<file path="config.mk">
export PLATFORM = sky130hd
export DESIGN_NAME = cp0_irq_ctrl
export DESIGN_NICKNAME = d
export VERILOG_FILES = /design/src/rtl/cp0_irq_ctrl.sv
export SDC_FILE = /design/constraint.sdc
export NUM_CORES = 1
export LEC_CHECK = 0
export ABC_AREA = 1
export CORE_ASPECT_RATIO = 0.9
export CORE_UTILIZATION = 43
export DETAILED_ROUTE_END_ITERATION = 10
export HOLD_SLACK_MARGIN = 0.05
export PLACE_DENSITY = 0.88
export RECOVER_POWER = 100
export SYNTH_ARGS = -nofsm -noshare
export SYNTH_HDL_FRONTEND = slang
export SYNTH_SLANG_ARGS = --single-unit
export TNS_END_PERCENT = 50
</file>
<file path="constraint.sdc">
create_clock -name clk -period 2.83 [get_ports clk]
set_input_delay 0.566 -clock clk [delete_from_list [all_inputs] [get_ports clk]]
set_output_delay 0.566 -clock clk [all_outputs]
set_load 0.05 [all_outputs]
</file>
<file path="src/rtl/cp0_irq_ctrl.sv">
// CP0 register file (STATUS/BASE/CAUSE/EPC) with a vectored,
// edge-triggered, lowest-index-first interrupt controller.
module cp0_irq_ctrl #(
    parameter int DATA_W  = 32,
    parameter int NUM_IRQ = 8,
    parameter int IDX_W   = 4
) (
    input  logic               clk,
    input  logic               rst,
    input  logic [NUM_IRQ-1:0] irq_i,
    input  logic [4:0]         c0_rd_addr,
    output logic [DATA_W-1:0]  c0_r_data,
    input  logic [4:0]         c0_wr_addr,
    input  logic [DATA_W-1:0]  c0_w_data,
    input  logic               c0_reg_we,
    input  logic [31:0]        pc_i,
    input  logic               int_ack_i,
    input  logic               eret_i,
    output logic               int_req_o,
    output logic [31:0]        vector_o,
    output logic [31:0]        epc_o,
    output logic               in_handler_o
);

    localparam logic [0:0] IDLE    = 1'b0;
    localparam logic [0:0] HANDLER = 1'b1;

    localparam logic [4:0] A_STATUS = 5'd11;
    localparam logic [4:0] A_BASE   = 5'd12;
    localparam logic [4:0] A_CAUSE  = 5'd13;
    localparam logic [4:0] A_EPC    = 5'd14;

    logic [0:0]         state_q, state_d;
    logic               ie_q, ie_d;
    logic [NUM_IRQ-1:0] mask_q, mask_d;
    logic [NUM_IRQ-1:0] pend_q, pend_d;
    logic [NUM_IRQ-1:0] irq_d_q;
    logic               armed_q;
    logic [IDX_W-1:0]   idx_q, idx_d;
    logic [DATA_W-1:0]  base_q, base_d;
    logic [DATA_W-1:0]  epc_q, epc_d;

    logic [NUM_IRQ-1:0] rise;
    logic [NUM_IRQ-1:0] elig;
    logic [NUM_IRQ-1:0] sel_oh;
    logic [IDX_W-1:0]   sel;
    logic [IDX_W-1:0]   vec_idx;
    logic               ack_fire;
    logic               eret_fire;
    logic               wr_status, wr_base, wr_cause, wr_epc;

    // armed_q suppresses a bogus edge from a line held high across reset
    assign rise   = irq_i & ~irq_d_q & {NUM_IRQ{armed_q}};
    assign elig   = pend_q & mask_q;
    assign sel_oh = elig & (~elig + NUM_IRQ'(1));

    always_comb begin
        sel = '0;
        for (int k = NUM_IRQ - 1; k >= 0; k--) begin
            if (elig[k]) begin
                sel = IDX_W'(k);
            end
        end
    end

    assign int_req_o    = ie_q && (elig != '0) && (state_q == IDLE);
    assign in_handler_o = (state_q == HANDLER);
    assign ack_fire     = int_ack_i && int_req_o;
    assign eret_fire    = eret_i && (state_q == HANDLER);

    assign vec_idx  = (state_q == HANDLER) ? idx_q : sel;
    assign vector_o = 32'(base_q) + 32'({vec_idx, 3'b000});
    assign epc_o    = 32'(epc_q);

    assign wr_status = c0_reg_we && (c0_wr_addr == A_STATUS);
    assign wr_base   = c0_reg_we && (c0_wr_addr == A_BASE);
    assign wr_cause  = c0_reg_we && (c0_wr_addr == A_CAUSE);
    assign wr_epc    = c0_reg_we && (c0_wr_addr == A_EPC);

    always_comb begin
        c0_r_data = '0;
        case (c0_rd_addr)
            A_STATUS: begin
                c0_r_data[0]            = ie_q;
                c0_r_data[8+:NUM_IRQ]   = mask_q;
            end
            A_BASE:  c0_r_data = base_q;
            A_CAUSE: begin
                c0_r_data[2+:IDX_W]     = idx_q;
                c0_r_data[8+:NUM_IRQ]   = pend_q;
            end
            A_EPC:   c0_r_data = epc_q;
            default: c0_r_data = '0;
        endcase
    end

    // Later assignments take priority: mtc0, then ack/eret, then new edges
    always_comb begin
        state_d = state_q;
        ie_d    = ie_q;
        mask_d  = mask_q;
        pend_d  = pend_q;
        idx_d   = idx_q;
        base_d  = base_q;
        epc_d   = epc_q;

        if (wr_status) begin
            ie_d   = c0_w_data[0];
            mask_d = c0_w_data[8+:NUM_IRQ];
        end
        if (wr_base) begin
            base_d = {c0_w_data[DATA_W-1:3], 3'b000};
        end
        if (wr_cause) begin
            pend_d = pend_q & ~c0_w_data[8+:NUM_IRQ];
        end
        if (wr_epc) begin
            epc_d = c0_w_data;
        end

        if (ack_fire) begin
            state_d = HANDLER;
            epc_d   = DATA_W'(pc_i);
            idx_d   = sel;
            ie_d    = 1'b0;
            pend_d  = pend_d & ~sel_oh;
        end else if (eret_fire) begin
            state_d = IDLE;
            ie_d    = 1'b1;
        end

        pend_d = pend_d | rise;
    end

    always_ff @(posedge clk or posedge rst) begin
        if (rst) begin
            state_q <= IDLE;
            ie_q    <= 1'b0;
            mask_q  <= '0;
            pend_q  <= '0;
            irq_d_q <= '0;
            armed_q <= 1'b0;
            idx_q   <= '0;
            base_q  <= '0;
            epc_q   <= '0;
        end else begin
            state_q <= state_d;
            ie_q    <= ie_d;
            mask_q  <= mask_d;
            pend_q  <= pend_d;
            irq_d_q <= irq_i;
            armed_q <= 1'b1;
            idx_q   <= idx_d;
            base_q  <= base_d;
            epc_q   <= epc_d;
        end
    end

endmodule

</file>
==> reports/metrics.csv, run 1 <==
metric;value;unit
dp_hpwl;15.4;mm
path_cells;nand2_2 > inv_2 > nor2_2 > nand2_1 > nand3_2 > nand2_1 > nand2_1 > nand2_1 > nand2_2 > ha_4 > inv_2 > fa_2 > inv_2 > nand2_4 > nand2_4 > nand2_4 > nor2_4 > buf_6 > nand2_4 > xor2_4 > buf_12;
drt_iter0_markers;869;
dp.cells;1186;
syn_inst;818;
post-synth-top-area-cell;dfrtp_1;
slew_headroom;15.9;%
dr.pass1.iters;6;
avgViaCountPerCell;5.74;
rsz0062_at_grt;true;
synth_common_cells;nand2_1, nand3_1, dfrtp_1, inv_1, nor2_1;
cp_top_family;simple AND/OR/NAND/NOR gates;
grt_usage;33.2;%
p_leak;4.42;nW
clkSinkCount;91;
crit_buf_inv;5;
ys_seq_elements;91;
htreeDepth;3;
final_nets;1145;
drc;0;
worstSetupEndpointType;output pin;
drive_gt1_share;23.4;%
clk_path_buf_depth;2;
worst_slack;-0.818;ns
drt-met1-wl;8.57;mm
worstSetupPathType;flip-flop to output pin;
yosysSeqAreaShare;39.7;%
fp.coreArea;0.0128;sq mm
finalHoldViolCount;0;
setup_viol;37;
fp.dieH;112;um
skew;0.0142;ns
routed-wl-met2;10.9;mm
arrival;3.08;ns
holdBufCountCts;0;
finalCritPeriodShare;129;%
startpoint_type;flip-flop;
synth_top_cell_area_share;39.7;%
dp_slack;-0.389;ns
cts_tree;built;
postRouteAntennaNets;0;
synth_most_common_cell;nand2_1;
grt_pass1_vias;6787;
synth-warning-count;0;
max_clock_freq;274;MHz
place.gp.congestion;0.953;
cpPeakStageDelay;0.42;ns
syn_area;0.00573;sq mm
die_w;124;um
dr_wl_met3;2.39;mm
dieArea;0.0138;sq mm
clk_latency;0.35;ns
start_util;44.7;%
yosys.cell_types.count;35;
cp_slowest_cell;dfrtp_1;
overflow;0;
top_level_ports;185;
async_reset_ff_share;100;%
outcome;finished with violations;
tightestPinTransition;1.26;ns
final_core_util;74.1;%
num_rows;39;
grt_max_degree;92;
cts_root_buffer;clkbuf_16;
vias;7026;
fillers;837;
synth_area_leaders;dfrtp_1, nand2_1, nand3_1, inv_1, nand4_1;
slew_viol_final;0;
hold_class;flip-flop to flip-flop;
stdcell_count;1225;
cts.clk_slew.worst_paths;0.07;ns
syn_avg_cell_area;7.01;sq um
max-vdd-ir-drop;0.700;mV
crit_fanout;7;
violations;negative setup slack;
grt_pass1_wl;35.1;mm
wl_per_cell;18.7;um
portBuffers;181;
wirelength;23.0;mm
ys.flop_type;dfrtp_1;
period_needed;3.65;ns
syn_to_final_growth;66.0;%
antenna_found_initial;1;
maxUsedRoutingLayer;met4;
power.density;844;mW/mm^2
drv_cap;0;
required;2.26;ns
synth_edf_count;0;
cts_buffers;9;
[logic make-up after synthesis]
kind of cell	after synthesis	synth area share, %
xor gates and xnor gates	17	2.60
AOI/OAI and AO/OA	80	7.66
other	2	0.131
buffers and inverters	134	10.2
adders and majority gates	4	1.00
and+or+nand+nor	490	38.6
DFF	91	39.7
[path summary, 6_finish.rpt]
| kind | cells past startpoint | startpoint | slack [ns] | to |
|---|---|---|---|---|
| setup / recovery | 21 | pend_q[6] | -0.82 | vector_o[17] |
| hold / removal | 2 | irq_d_q[4] | 0.50 | pend_q[4] |
| setup reg to reg | 10 | pend_q[0] | -0.05 | epc_o[16] |
| hold reg to reg | 2 | irq_d_q[4] | 0.50 | pend_q[4] |
| max in group asynchronous | 3 | rst | 0.88 | epc_o[24] |
| min in group asynchronous | 3 | rst | 1.16 | epc_o[6] |
[sequential cells by signal, summed over array words and instances (netlist names)]
| name | cells |
|---|---|
| ie_q | 1 |
| base_q | 29 |
| in_handler_o | 1 |
| idx_q | 3 |
| mask_q | 8 |
| irq_d_q | 8 |
| armed_q | 1 |
| epc_o | 32 |
| pend_q | 8 |
[report_power, final]
part	total [W]	leakage, nW	switching (W)	internal (W)
combinational	0.00460	3.13	0.00284	0.00176
sequential	0.00214	1.13	0.000452	0.00169
clock	0.00129	0.157	0.000541	0.000745
total	0.00802	4.42	0.00384	0.00419
[area by class of cell]
class | instances | area [sq um] | share of cell area (%)
Clock inverter | 5 | 65.1 | 0.684
Inverter | 91 | 349 | 3.67
Tap cell | 164 | 205 | 2.16
Sequential cell | 91 | 2280 | 23.9
Antenna cell | 2 | 5.00 | 0.0526
Clock buffer | 11 | 253 | 2.66
Multi-Input combinational cell | 595 | 3420 | 35.9
Timing Repair Buffer | 266 | 2940 | 30.9
[worst min-delay path, stage by stage (launching register included)]
cell and delay, ns:
dfrtp_1 0.31, nand3b_1 0.10, nand2_1 0.06
[what timing repair did]
action | 4_1_cts | 5_1_grt
gates cloned | 0 | 0
endpoints found under the setup margin | 36 | 33
hold endpoints to repair | 0 | 0
pin swaps | 12 | 17
gates resized for setup | 53 | 24
setup buffers | 19 | 7
[per-layer routing]
| metal | global-route usage [%] | up-vias |
|---|---|---|
| met5 | 0 | - |
| met4 | 12.7 | 0 |
| li1 | - | 3119 |
| met1 | 43.0 | 3280 |
| met2 | 53.5 | 522 |
| met3 | 7.48 | 105 |
[through the flow]
step / total power [W] / hold slack, ns / cell area [sq um] / setup TNS [ns]
finish: 0.00802 / 0.503 / 9510 / -18.45
global route: 0.00833 / 0.508 / 9510 / -25.89
CTS: 0.00793 / 0.498 / 9630 / -13.54
detailed placement: 0.00642 / 0.488 / 8980 / -6.07
global placement: 0.00631 / 0.472 / 8980 / -3.03
floorplan: 0.00457 / 0.467 / 6080 / -2.23
[layout by cell type, fill, tap and decap left out, drive strengths merged, types with 4 or more instances in the layout]
cell type / instances
inv: 92
clkbuf: 26
nand2: 245
nand4: 48
dfrtp: 91
buf: 128
a21oi: 4
dlygate4sd3: 44
clkdlybuf4s50: 75
nand3: 101
nor2: 73
nand3b: 9
conb: 4
o21a: 6
xor2: 15
o21ai: 62
nor3: 13
Power figures use the tool's default switching activity.
==> run 2, diff against run 1 <==
- ABC_AREA: 1 -> 0
- CORE_UTILIZATION: 43 -> 41
- SLEW_MARGIN: default -> 20
==> run 2 against run 1 <==
  * The run still ends with negative setup slack left
  * Critical path depth fell by 7
  * Total power fell by 4.8%
  * Worst hold slack improved by 0.065 ns
  * Non-clock buffer count fell by 18
  * Die area fell by 7.9%
  * Largest power group unchanged
==> reports/metrics.csv, run 2 <==
metric;value;unit;change
startpoint_type;flip-flop;;unchanged
n_antenna_cell;0;;was 2
dr.pass1.iters;6;;unchanged
arrival;3.21;ns;was 3.08 ns
crit_buf_inv;4;;was 5
layout_common_cells;clkdlybuf4s50_1, dfrtp_1, nand2_1, buf_12, buf_4;;was nand2_1, nand3_1, dfrtp_1
cts_root_buffer;clkbuf_16;;unchanged
synthAdderAreaFrac;1.14;%;was 1.00%
cts_tree;built;;unchanged
portBuffers;181;;unchanged
cpPeakStageDelay;0.42;ns;about the same
power.density;851;mW/mm^2;was 844 mW/mm^2
syn_inst;475;;was 818
cp_slowest_cell;dfrtp_1;;unchanged
cp_top_family;compound AO/OA/AOI/OAI gates;;was simple AND/OR/NAND/NOR gates
start_util;43.1;%;was 44.7%
wl_per_cell;21.6;um;was 18.7 um
largest_reg_flops;32;;unchanged
synth_top_family_by_area;multiplexers;;was simple AND/OR/NAND/NOR gates
fp.coreArea;0.0117;sq mm;was 0.0128 sq mm
max_clock_freq;265;MHz;was 274 MHz
die_w;119;um;was 124 um
num_rows;37;;was 39
post-synth-top-area-cell;dfrtp_1;;unchanged
yosys.cell_types.count;48;;was 35
clk_latency;0.34;ns;was 0.35 ns
skew;0.00733;ns;was 0.0142 ns
finalHoldViolCount;0;;unchanged
rsz0062_at_grt;true;;unchanged
ys_seq_elements;91;;unchanged
max-vdd-ir-drop;0.583;mV;was 0.700 mV
antenna_found_initial;0;;was 1
finalCritPeriodShare;134;%;was 129%
path_cells;a22oi_2 > nand3_1 > a221o_1 > o21ai_2 > ha_2 > inv_2 > fa_2 > nand2b_4 > a21oi_4 > buf_12 > buf_4 > nand2_1 > xnor2_4 > buf_12;;was nand2_2 > inv_2 > nor2_2 > nand2_1 > nand3_2 > nand2_1 > nand2_1 > nand2_1 > nand2_2 > ha_4 > inv_2 > fa_2 > inv_2 > nand2_4 > nand2_4 > nand2_4 > nor2_4 > buf_6 > nand2_4 > xor2_4 > buf_12
grt_pass1_vias;5266;;was 6787
synth_simple_gate_area_share;13.2;%;was 38.6%
dp.cells;843;;was 1186
reg2reg_slack;0.73;ns;was -0.05 ns
place.gp.congestion;0.958;;was 0.953
violations;negative setup slack;;unchanged
final_core_util;77.0;%;was 74.1%
hold_class;flip-flop to flip-flop;;unchanged
avgViaCountPerCell;5.76;;was 5.74
setup_viol;28;;was 37
dieArea;0.0127;sq mm;was 0.0138 sq mm
outcome;finished with violations;;unchanged
synth_most_common_cell;dfrtp_1;;was nand2_1
syn_avg_cell_area;10.6;sq um;was 7.01 sq um
syn_to_final_growth;78.6;%;was 66.0%
slew_headroom;24.6;%;was 15.9%
ys.flop_type;dfrtp_1;;unchanged
worst_slack;-0.949;ns;was -0.818 ns
async_reset_ff_share;100;%;unchanged
top_level_ports;185;;unchanged
synth_area_leaders;dfrtp_1, mux2i_1, mux2_2, nand2_1, a22o_1;;was dfrtp_1, nand2_1, nand3_1, inv_1, nand4_1
yosysSeqAreaShare;45.3;%;was 39.7%
wirelength;18.7;mm;was 23.0 mm
dp_slack;-0.604;ns;was -0.389 ns
clk_path_buf_depth;2;;unchanged
synth_compound_area_share;14.7;%;was 7.66%
synth.area.mux_share;16.2;%;was 0%
fillers;698;;was 837
cts.clk_slew.worst_paths;0.06;ns;was 0.07 ns
grt_usage;29.2;%;was 33.2%
grt_pass1_wl;28.5;mm;was 35.1 mm
synth_xor_xnor_area_share;4.70;%;was 2.60%
synth_common_cells;dfrtp_1, nand2_1, o21ai_0;;was nand2_1, nand3_1, dfrtp_1, inv_1, nor2_1
synth-warning-count;0;;unchanged
postRouteAntennaNets;0;;unchanged
period_needed;3.78;ns;was 3.65 ns
worstSetupEndpointType;output pin;;unchanged
synth_top_cell_area_share;45.3;%;was 39.7%
final_nets;799;;was 1145
htreeDepth;3;;unchanged
clkSinkCount;91;;unchanged
drt_iter0_markers;470;;was 869
cts_buffers;9;;unchanged
syn_area;0.00503;sq mm;was 0.00573 sq mm
dp_hpwl;13.7;mm;was 15.4 mm
required;2.26;ns;about the same
drive_gt1_share;34.3;%;was 23.4%
overflow;0;;unchanged
drv_cap;0;;unchanged
slew_viol_final;0;;unchanged
crit_fanout;10;;was 7
synth_edf_count;0;;unchanged
final_common_cell;clkdlybuf4s50_1;;was nand2_1
drc;0;;unchanged
fp.dieH;107;um;was 112 um
fin_tns_setup;-19.36;ns;was -18.45 ns
cp_common_cell;buf_12;;
vias;5003;;was 7026
p_leak;3.77;nW;was 4.42 nW
worstSetupPathType;flip-flop to output pin;;unchanged
holdBufCountCts;0;;unchanged
stdcell_count;868;;was 1225
holdWs;0.568;ns;was 0.503 ns
tightestPinTransition;1.13;ns;was 1.26 ns
grt_max_degree;37;;was 92
run 2: changes by cell type after synthesis, moves of 12 or more:
| cell | previous run | this run |
|---|---|---|
| a22o_1 | 3 | 24 |
| clkbuf_1 | 20 | 8 |
| inv_1 | 91 | 19 |
| mux2_2 | 0 | 27 |
| mux2i_1 | 0 | 36 |
| nand2_1 | 239 | 71 |
| nand3_1 | 99 | 15 |
| nand4_1 | 47 | 11 |
| nor2_1 | 68 | 5 |
| o21ai_0 | 49 | 37 |
| o21ai_1 | 13 | 0 |
| xnor2_1 | 2 | 22 |
run 2: path summary, 6_finish.rpt:
kind                              start           end  cells after the start
max in group asynchronous           rst     epc_o[23]                      3
hold / removal                 idx_q[1]      idx_q[1]                      2
setup / recovery              pend_q[4]  vector_o[17]                     14
hold reg to reg                idx_q[1]      idx_q[1]                      2
min in group asynchronous           rst          ie_q                      2
setup reg to reg           in_handler_o     pend_q[7]                      5
run 2: layout make-up:
type	instances	area [sq um]	area share [%]
Multi-Input combinational cell	339	3160	35.2
Timing Repair Buffer	248	3010	33.6
Sequential cell	91	2280	25.4
Clock buffer	13	250	2.79
Tap cell	156	195	2.17
Inverter	19	72.6	0.808
Clock inverter	2	12.5	0.139
run 2: through the flow:
step                power [W]  cell area (sq um)
floorplan             0.00443               5470
global placement      0.00617               8470
detailed placement    0.00632               8470
CTS                   0.00755               8850
global route          0.00792               8980
finish                0.00764               8980
run 2: repair_timing:
| action | CTS | global route |
|---|---|---|
| pin swaps | 13 | 13 |
| setup buffers | 5 | 6 |
| cloned | 0 | 1 |
| endpoints found under the setup margin | 28 | 43 |
| gates resized for setup | 24 | 15 |
run 2: per-layer routing:
layer  vias up  part of all wire, %  track usage, %
li1       2198                    -               -
met1      2493                   39            34.9
met2       263                   52            52.6
met3        49                  6.0            3.62
met4         0                  3.2            13.3
met5         -                    0               0
run 2: cells by family (layout without fill, tap and decap cells):
kind of cell	after synthesis	in the layout
adders and majority gates	4	4
other	2	4
AOI/OAI and AO/OA	101	101
xor gates and xnor gates	27	27
DFF	91	91
muxes	73	73
buffers and inverters	47	282
and+or+nand+nor	130	130
run 2: power breakdown:
part / internal (W) / total [W] / switching [W]
sequential: 0.00170 / 0.00218 / 0.000483
combinational: 0.00190 / 0.00436 / 0.00245
clock: 0.000614 / 0.00110 / 0.000487
run 2: worst min-delay path, delay by kind of cell (launching register included):
| family | cells | cell delay (ns) |
|---|---|---|
| flops | 1 | 0.40 |
| buf+inv | 1 | 0.07 |
| mux | 1 | 0.06 |
